[config.mk]
export PLATFORM = sky130hd
export DESIGN_NAME = fifo_rd_stream_adapter
export DESIGN_NICKNAME = d
export VERILOG_FILES = /design/src/rtl/fifo_pkg.sv /design/src/rtl/fifo_prefetch_buf.sv /design/src/rtl/fifo_rd_stream_adapter.sv
export SDC_FILE = /design/constraint.sdc
export NUM_CORES = 1
export LEC_CHECK = 0
export CORE_MARGIN = 2
export CORE_UTILIZATION = 45
export DETAILED_ROUTE_END_ITERATION = 10
export GPL_ROUTABILITY_DRIVEN = 0
export PLACE_DENSITY = 0.86
export SLEW_MARGIN = 10
export SYNTH_ARGS = -nofsm -noshare
export SYNTH_HDL_FRONTEND = slang
export SYNTH_SLANG_ARGS = --single-unit
[constraint.sdc]
create_clock -name clk_i -period 1.38 [get_ports clk_i]
set_input_delay 0.138 -clock clk_i [delete_from_list [all_inputs] [get_ports clk_i]]
set_output_delay 0.138 -clock clk_i [all_outputs]
set_load 0.01 [all_outputs]
[src/rtl/fifo_pkg.sv]
`default_nettype none
// ============================================================================
// Package     : fifo_pkg
// Description : Shared sizing, types and pointer helper for the FIFO read-side
//               prefetch stream adapter.
// Revision    : 1.0 - initial release
// ============================================================================
package fifo_pkg;

  localparam int PREFETCH_DEPTH = 3;
  localparam int PTR_W          = 2;

  typedef logic [1:0]       occ_t;
  typedef logic [PTR_W-1:0] ptr_t;

  // Circular pointer increment over PREFETCH_DEPTH entries (0,1,2,0,...)
  function automatic ptr_t ptr_inc(input ptr_t p);
    if (p == ptr_t'(PREFETCH_DEPTH - 1)) begin
      return '0;
    end
    return p + ptr_t'(1);
  endfunction

endpackage
`default_nettype wire

[src/rtl/fifo_prefetch_buf.sv]
`default_nettype none
// ============================================================================
// Module      : fifo_prefetch_buf
// Description : 3-entry circular prefetch store with push/pop and occupancy.
//               Head word and valid are driven purely from registers.
// Revision    : 1.0 - initial release
// ============================================================================
module fifo_prefetch_buf
  import fifo_pkg::*;
#(
  parameter int DWIDTH = 8
) (
  input  logic              clk,
  input  logic              srst_n,
  input  logic              push,
  input  logic [DWIDTH-1:0] push_data,
  input  logic              pop,
  output occ_t              occ,
  output logic              valid,
  output logic [DWIDTH-1:0] data
);

  logic [DWIDTH-1:0] mem [PREFETCH_DEPTH];
  ptr_t              wr_ptr;
  ptr_t              rd_ptr;
  logic              do_pop;

  // A pop on an empty store is ignored so occ can never underflow
  assign do_pop = pop & (occ != occ_t'(0));
  assign valid  = (occ != occ_t'(0));

  // Storage, pointers and occupancy; reset clears the entries so data reads 0
  always_ff @(posedge clk) begin
    if (!srst_n) begin
      for (int i = 0; i < PREFETCH_DEPTH; i++) begin
        mem[i] <= '0;
      end
      wr_ptr <= '0;
      rd_ptr <= '0;
      occ    <= '0;
    end else begin
      for (int i = 0; i < PREFETCH_DEPTH; i++) begin
        if (push && (wr_ptr == ptr_t'(i))) begin
          mem[i] <= push_data;
        end
      end
      if (push) begin
        wr_ptr <= ptr_inc(wr_ptr);
      end
      if (do_pop) begin
        rd_ptr <= ptr_inc(rd_ptr);
      end
      case ({push, do_pop})
        2'b10:   occ <= occ + occ_t'(1);
        2'b01:   occ <= occ - occ_t'(1);
        default: occ <= occ;
      endcase
    end
  end

  // Head-of-buffer select; pointer value 3 is unreachable
  always_comb begin
    case (rd_ptr)
      2'd0:    data = mem[0];
      2'd1:    data = mem[1];
      default: data = mem[2];
    endcase
  end

  // The request throttle in the parent keeps pushes away from a full store
  push_into_full: assert property (@(posedge clk) disable iff (!srst_n)
                                   !(push && (occ == occ_t'(PREFETCH_DEPTH))));

endmodule
`default_nettype wire

[src/rtl/fifo_rd_stream_adapter.sv]
`default_nettype none
// ============================================================================
// Module      : fifo_rd_stream_adapter
// Description : Turns the FIFO request/empty read port (1-cycle registered RAM
//               latency) into a valid/ready stream through a 3-entry prefetch
//               buffer. fifo_rd_req_o depends only on registers, empty and
//               reset, never on ready_i.
//               Optional macro FIFO_RD_STREAM_STATS_EN adds beat_cnt_o and
//               stall_cnt_o statistics counters.
// Revision    : 1.0 - initial release
// ============================================================================
module fifo_rd_stream_adapter
  import fifo_pkg::*;
#(
  parameter int DWIDTH = 8,
  parameter int AWIDTH = 3
) (
  input  logic              clk_i,
  input  logic              srst_n_i,
  input  logic              fifo_empty_i,
  input  logic [AWIDTH-1:0] fifo_usedw_i,
  input  logic [DWIDTH-1:0] fifo_data_i,
  output logic              fifo_rd_req_o,
  output logic [DWIDTH-1:0] data_o,
  output logic              valid_o,
  input  logic              ready_i,
  output logic [AWIDTH:0]   level_o
`ifdef FIFO_RD_STREAM_STATS_EN
 ,output logic [31:0]       beat_cnt_o,
  output logic [31:0]       stall_cnt_o
`endif
);

  localparam int LW = AWIDTH + 1;

  logic            inflight;
  occ_t            occ;
  logic            pop;
  logic            room;
  logic [LW-1:0]   level_next;

  fifo_prefetch_buf #(
    .DWIDTH (DWIDTH)
  ) u_buf (
    .clk       (clk_i),
    .srst_n    (srst_n_i),
    .push      (inflight),
    .push_data (fifo_data_i),
    .pop       (pop),
    .occ       (occ),
    .valid     (valid_o),
    .data      (data_o)
  );

  assign pop = valid_o & ready_i;

  // Room exists when buffered plus in-flight words leave a free slot
  assign room          = ({1'b0, occ} + {2'b00, inflight}) < 3'(PREFETCH_DEPTH);
  assign fifo_rd_req_o = srst_n_i & ~fifo_empty_i & room;

  // Total words held anywhere on the read path, wrapping at 2^LW
  assign level_next = LW'(fifo_usedw_i) + LW'(occ) + LW'(inflight);

  // Track the request whose data arrives next cycle, and register the level
  always_ff @(posedge clk_i) begin
    if (!srst_n_i) begin
      inflight <= 1'b0;
      level_o  <= '0;
    end else begin
      inflight <= fifo_rd_req_o;
      level_o  <= level_next;
    end
  end

`ifdef FIFO_RD_STREAM_STATS_EN
  // Count accepted beats and backpressured cycles, wrapping at 2^32
  always_ff @(posedge clk_i) begin
    if (!srst_n_i) begin
      beat_cnt_o  <= '0;
      stall_cnt_o <= '0;
    end else begin
      if (pop) begin
        beat_cnt_o <= beat_cnt_o + 32'd1;
      end
      if (valid_o && !ready_i) begin
        stall_cnt_o <= stall_cnt_o + 32'd1;
      end
    end
  end
`endif

endmodule
`default_nettype wire

# After elaboration in Yosys (flattened, before gate mapping)
# Memories as Yosys holds them, arrays and structs flattened.
# Index checks and enable logic that the tools add are counted.
[totals] register_bits=11 ramBits=24 in_bits=15 elab_cells=60 mem_count=1
[memory_table] memory="u_buf.mem" words=3 width=8 read_ports=3 rd_ports_with_merged_regs=0 write_ports=3 line="fifo_prefetch_buf.sv:23" text="logic [DWIDTH-1:0] mem [PREFETCH_DEPTH];"
[op_classes] add_sub_neg=7 n_lt_le_gt_ge=1 n_eq_ne=6 mux=25 n_bitwise=8 n_reduce_logical=7
[op_table] operator="8-bit two-way mux" n=3
[op_table] operator="1-bit two-way mux" n=16
[op_table] operator="8-bit case mux with 2 select lines" n=1
[op_table] operator="2-bit two-way mux" n=4
[op_table] operator="2-bit by 1-bit adder with 2-bit output, second input constant" n=3
[op_table] operator="2-bit by 1-bit equality test with 1-bit output, second input constant" n=3
[op_table] operator="2-bit equality test, second input constant" n=3
[op_table] operator="3-bit by 2-bit adder with 4-bit output" n=1
[op_table] operator="4-bit by 1-bit adder with 4-bit output" n=1
[op_table] operator="1-bit AND" n=4
[op_table] operator="2-bit zero test" n=2
[op_table] operator="2-bit case mux with 2 select lines" n=1
[op_table] operator="2-bit nonzero test" n=2
[op_table] operator="2-bit by 1-bit adder with 3-bit output" n=1
[op_table] operator="1-bit logical AND" n=3
[op_table] operator="3-bit by 2-bit less-than comparator with 1-bit output, second input constant" n=1
[op_table] operator="1-bit bitwise OR" n=3
[op_table] operator="2-bit by 1-bit subtractor with 2-bit output, second input constant" n=1
[op_table] operator="1-bit inverter" n=1

# Depth between registers and ports, before layout
[depth] ltp_word=6 ltp_mapped=6 ltp_nobuf=6

# Modules after synthesis
# From an unflattened synthesis, not the netlist that was laid out.
[hier_totals] hier_cells=119 area_unflattened_um2=1519.0
[by_module_without_submodules] module="fifo_prefetch_buf" n_inst=1 cells_each=94 area_per_inst_um2=1233.7 seq_area_each_um2=840.8
[by_module_without_submodules] module="fifo_rd_stream_adapter" n_inst=1 cells_each=25 area_per_inst_um2=285.3 seq_area_each_um2=100.1

# Least setup slack after synthesis
# Ideal clock, no wire load.
[synth_path] path_type="register to register" startpoint="register u_buf.occ[0]" endpoint="register u_buf.occ[1]" setup_ns=0.071 t_arrival_ns=1.389 path_slack_ns=-0.081 path_stages_with_launch=6 path_buffers=0 synth_period_minus_slack_ns=1.461 path_cell_list="dfxtp_1 o21ai_2 inv_1 ha_1 or3_1 a21oi_1"
[synth_via] elab_chain_len=5 elab_cells_between_ends=9 cone_classes="add/sub: 2; eq/ne: 2; mux: 1; bitwise: 2; reduce/logical: 2"
[synth_rtl] item="start: declaration" line="fifo_prefetch_buf.sv:18" text="output occ_t occ,"
[synth_rtl] item="start signal: assignment" line="fifo_prefetch_buf.sv:54" text="2'b10: occ <= occ + occ_t'(1);"
[synth_rtl] item="start signal: assignment" line="fifo_prefetch_buf.sv:55" text="2'b01: occ <= occ - occ_t'(1);"
[synth_rtl] item="2-bit nonzero test (*)" line="fifo_prefetch_buf.sv:29, fifo_prefetch_buf.sv:30"
[synth_rtl] item="1-bit AND" line="fifo_rd_stream_adapter.sv:55" text="assign pop = valid_o & ready_i;"
[synth_rtl] item="1-bit AND (*)" line="fifo_prefetch_buf.sv:29" text="assign do_pop = pop & (occ != occ_t'(0));"
[synth_rtl] item="via u_buf.do_pop" line="fifo_prefetch_buf.sv:26" text="logic do_pop;"
[synth_rtl] item="2-bit by 1-bit equality test with 1-bit output / 2-bit equality test (equally long branches)" line="fifo_prefetch_buf.sv:53" text="case ({push, do_pop})"
[synth_rtl] item="2-bit case mux with 2 select lines / 2-bit nonzero test (equally long branches)"
# The timed path passes the listed nets; every way through them passes the cells marked *.
# A chain may end at the register's enable or synchronous reset.

# Final worst setup path
[layout_path] startpoint="register inflight" endpoint="output port fifo_rd_req_o"
[layout_via] elab_chain_len=3
[layout_rtl] item="start: declaration" line="fifo_rd_stream_adapter.sv:36" text="logic inflight;"
[layout_rtl] item="start signal: assignment" line="fifo_rd_stream_adapter.sv:70" text="inflight <= fifo_rd_req_o;"
[layout_rtl] item="2-bit by 1-bit adder with 3-bit output" line="fifo_rd_stream_adapter.sv:58" text="assign room = ({1'b0, occ} + {2'b00, inflight}) < 3'(PREFETCH_DEPTH);"
[layout_rtl] item="3-bit by 2-bit less-than comparator with 1-bit output" line="fifo_rd_stream_adapter.sv:58"
[layout_rtl] item="1-bit AND" line="fifo_rd_stream_adapter.sv:59" text="assign fifo_rd_req_o = srst_n_i & ~fifo_empty_i & room;"
[layout_rtl] item="end: declaration" line="fifo_rd_stream_adapter.sv:23" text="output logic fifo_rd_req_o,"
# Every way passes these cells.

==> reports/summary.txt <==
syn nets -> 138
Max Cap Viol -> 0
top cell type's share of synthesized area -> 48.6%
largest net degree at the start of global routing -> 13
Finished Core Util -> 70.0%
later-pin clock latency in the skew report -> 0.34 ns
via total after detailed routing -> 1100
first-pass GRT wire length -> 5140 um
final hold vios -> 0
Die Wd -> 61.4 um
Register Area -> 946 sq um
crit path DAT -> 1.57 ns
Seq/Total Area, Yosys -> 63.5%
relative slew slack -> 78.3%
Most used DFF post-synth -> edfxtp_1
Nets -> 198
DR iter-0 viols -> 27
Worst setup EP type -> primary output
PD cells -> 1460 mW/mm^2
fraction of layout cells with a size suffix above 1 -> 43.8%
outcome -> finished with violations
clk buf depth -> 2
most frequent cells after synthesis -> 24 x edfxtp_1, 16 x nand2_1, 11 x dfxtp_1
fmax -> 584 MHz
Final Slew Violations -> 0
worst setup margin -> -0.332 ns
CTS clk-pin slew, worst paths -> 0.11 ns
Placed Instances -> 207
via count of the first global-routing pass -> 1175
post-route ant nets -> 0
Mapped Cells -> 117
Crit Path Category -> register to primary output
vias per cell -> 4.95
Clock Sinks -> 35
DIE AREA -> 0.00377 sq mm
Post-Syn Area -> 0.00148 sq mm
area leader, netlist -> edfxtp_1
final WL -> 3330 um
leak pwr -> 0.000884 uW
top cells by area, synth -> edfxtp_1 49%, dfxtp_1 15%, mux2i_1 5.4%
flops & latches, synth -> 35
Async SR Flop Fraction -> 0%
number of synthesized flops with an enable pin -> 24
Total GRT Usage -> 20.4%
Antenna diodes -> 0
HPWL Detailed -> 2370 um
drc violations -> 0
TritonCTS clock tree -> built
Startpoint Class -> register
# rows -> 20
Critical Path RT -> 1.24 ns
Die Y -> 61.4 um
synth unique cells -> 25
synth warn -> 0
period utilisation layout -> 124%
I/O pin count -> 29
worst min-delay path class -> input pin to register
CTS Buf Count -> 5
Initial Utilization -> 47.7%
H-tree depth -> 2
total grt overflow -> 0
# port buffers -> 28
Fin Setup TNS -> -1.83 ns
maximum VDD drop -> 0.891 mV
core outline area -> 0.00310 sq mm
Tightest Pin Transition -> 0.325 ns
Wirelength per Cell -> 15.0 um
critical path peak fanout -> 2
synth-to-layout area growth -> 46.5%
Final setup viols -> 23
Layout Cells excl Fill -> 222
syn avg cell area -> 12.7 sq um
initial antenna violation count -> 0
most common cell in the netlist -> edfxtp_1
Multi-input gate area -> 604 sq um
total power -> 3160 uW
clk_skew -> 0.0144 ns
root buffer cell -> clkbuf_4
total of fill cells in the finished design -> 231
post-layout minimum cycle time -> 1.71 ns
RSZ-0062 raised after global routing -> yes
first drt pass iteration count -> 4
Place WS -> -0.576 ns
failing checks -> setup timing
## flip-flops by register name, summed over array words and instances (netlist names)
signal	count
u_buf.wr_ptr	2
u_buf.rd_ptr	2
u_buf.mem	24
inflight	1
u_buf.occ	2
level_o	4
## per-stage QoR
| step | area [sq um] | hold slack [ns] |
|---|---|---|
| 2_1_floorplan | 1510 | 0.207 |
| 3_3_place_gp | 1990 | 0.491 |
| 3_5_place_dp | 1990 | 0.519 |
| 4_1_cts | 2090 | 0.383 |
| 5_1_grt | 2170 | 0.392 |
| 6_report | 2170 | 0.402 |
## area by class of cell
| class | count | share of cell area (%) |
|---|---|---|
| Sequential cell | 35 | 43.6 |
| Timing Repair Buffer | 57 | 22.4 |
| Clock inverter | 3 | 0.922 |
| Inverter | 6 | 1.04 |
| Multi-Input combinational cell | 72 | 27.8 |
| Clock buffer | 5 | 1.73 |
| Tap cell | 44 | 2.54 |
## critical path, cell delays in order (launching register included)
cell and delay [ns]:
dfxtp_2 0.36, ha_4 0.16, ha_4 0.22, a2111oi_4 0.31
buf_2 0.19
## where the power goes
group	switching (uW)	internal, uW
clock network	336	194
logic	581	719
registers	71.0	1260
## layout by cell type (no fill, tap or decap), types with 2 or more instances in the layout
cell type / instances
a21oi_1: 4
edfxtp_1: 24
clkinvlp_4: 2
and2_4: 8
mux2i_1: 7
buf_6: 8
clkbuf_4: 5
dfxtp_1: 7
fa_2: 2
buf_2: 10
nand2_1: 15
or3_1: 2
clkdlybuf4s50_1: 15
dlymetal6s2s_1: 3
inv_2: 4
inv_1: 2
a21oi_2: 2
o21ai_1: 9
nor2_1: 3
dfxtp_2: 4
buf_4: 21
xor2_1: 2
ha_4: 3
## cells by family (layout without fill, tap and decap cells)
kind of cell	Yosys count	count (layout)	share of synthesized area, %
compound gates	20	20	8.87
fa+ha+maj	6	6	6.08
simple gates	35	35	11.7
xor+xnor	3	3	1.77
buf+inv	10	71	2.70
mux	8	8	5.41
flops	35	35	63.5
## repair_timing
action                     in CTS  in global routing
hold buffers                    0                  0
cloned                          0                  0
setup buffers                   3                  5
resized for setup              59                 17
setup endpoints to repair      32                 49
pin swaps                       6                  7
## routing by layer
metal  GRT usage, %  vias up  part of all wire, %
met5              0        -                    0
met4           10.0        0                  2.6
met3           6.72       10                  4.3
met2           39.1       29                   56
met1           19.1      532                   37
li1               -      529                    -
## path summary, 6_finish.rpt
path                         from  slack (ns)              end  cells past startpoint
hold / removal    fifo_usedw_i[2]        0.40       level_o[3]                      3
hold reg to reg   u_buf.wr_ptr[0]        0.55  u_buf.wr_ptr[0]                      2
setup reg to reg         inflight       -0.20       level_o[1]                      5
setup / recovery         inflight       -0.33    fifo_rd_req_o                      4
Note: power is estimated with default switching activity, not from simulation.
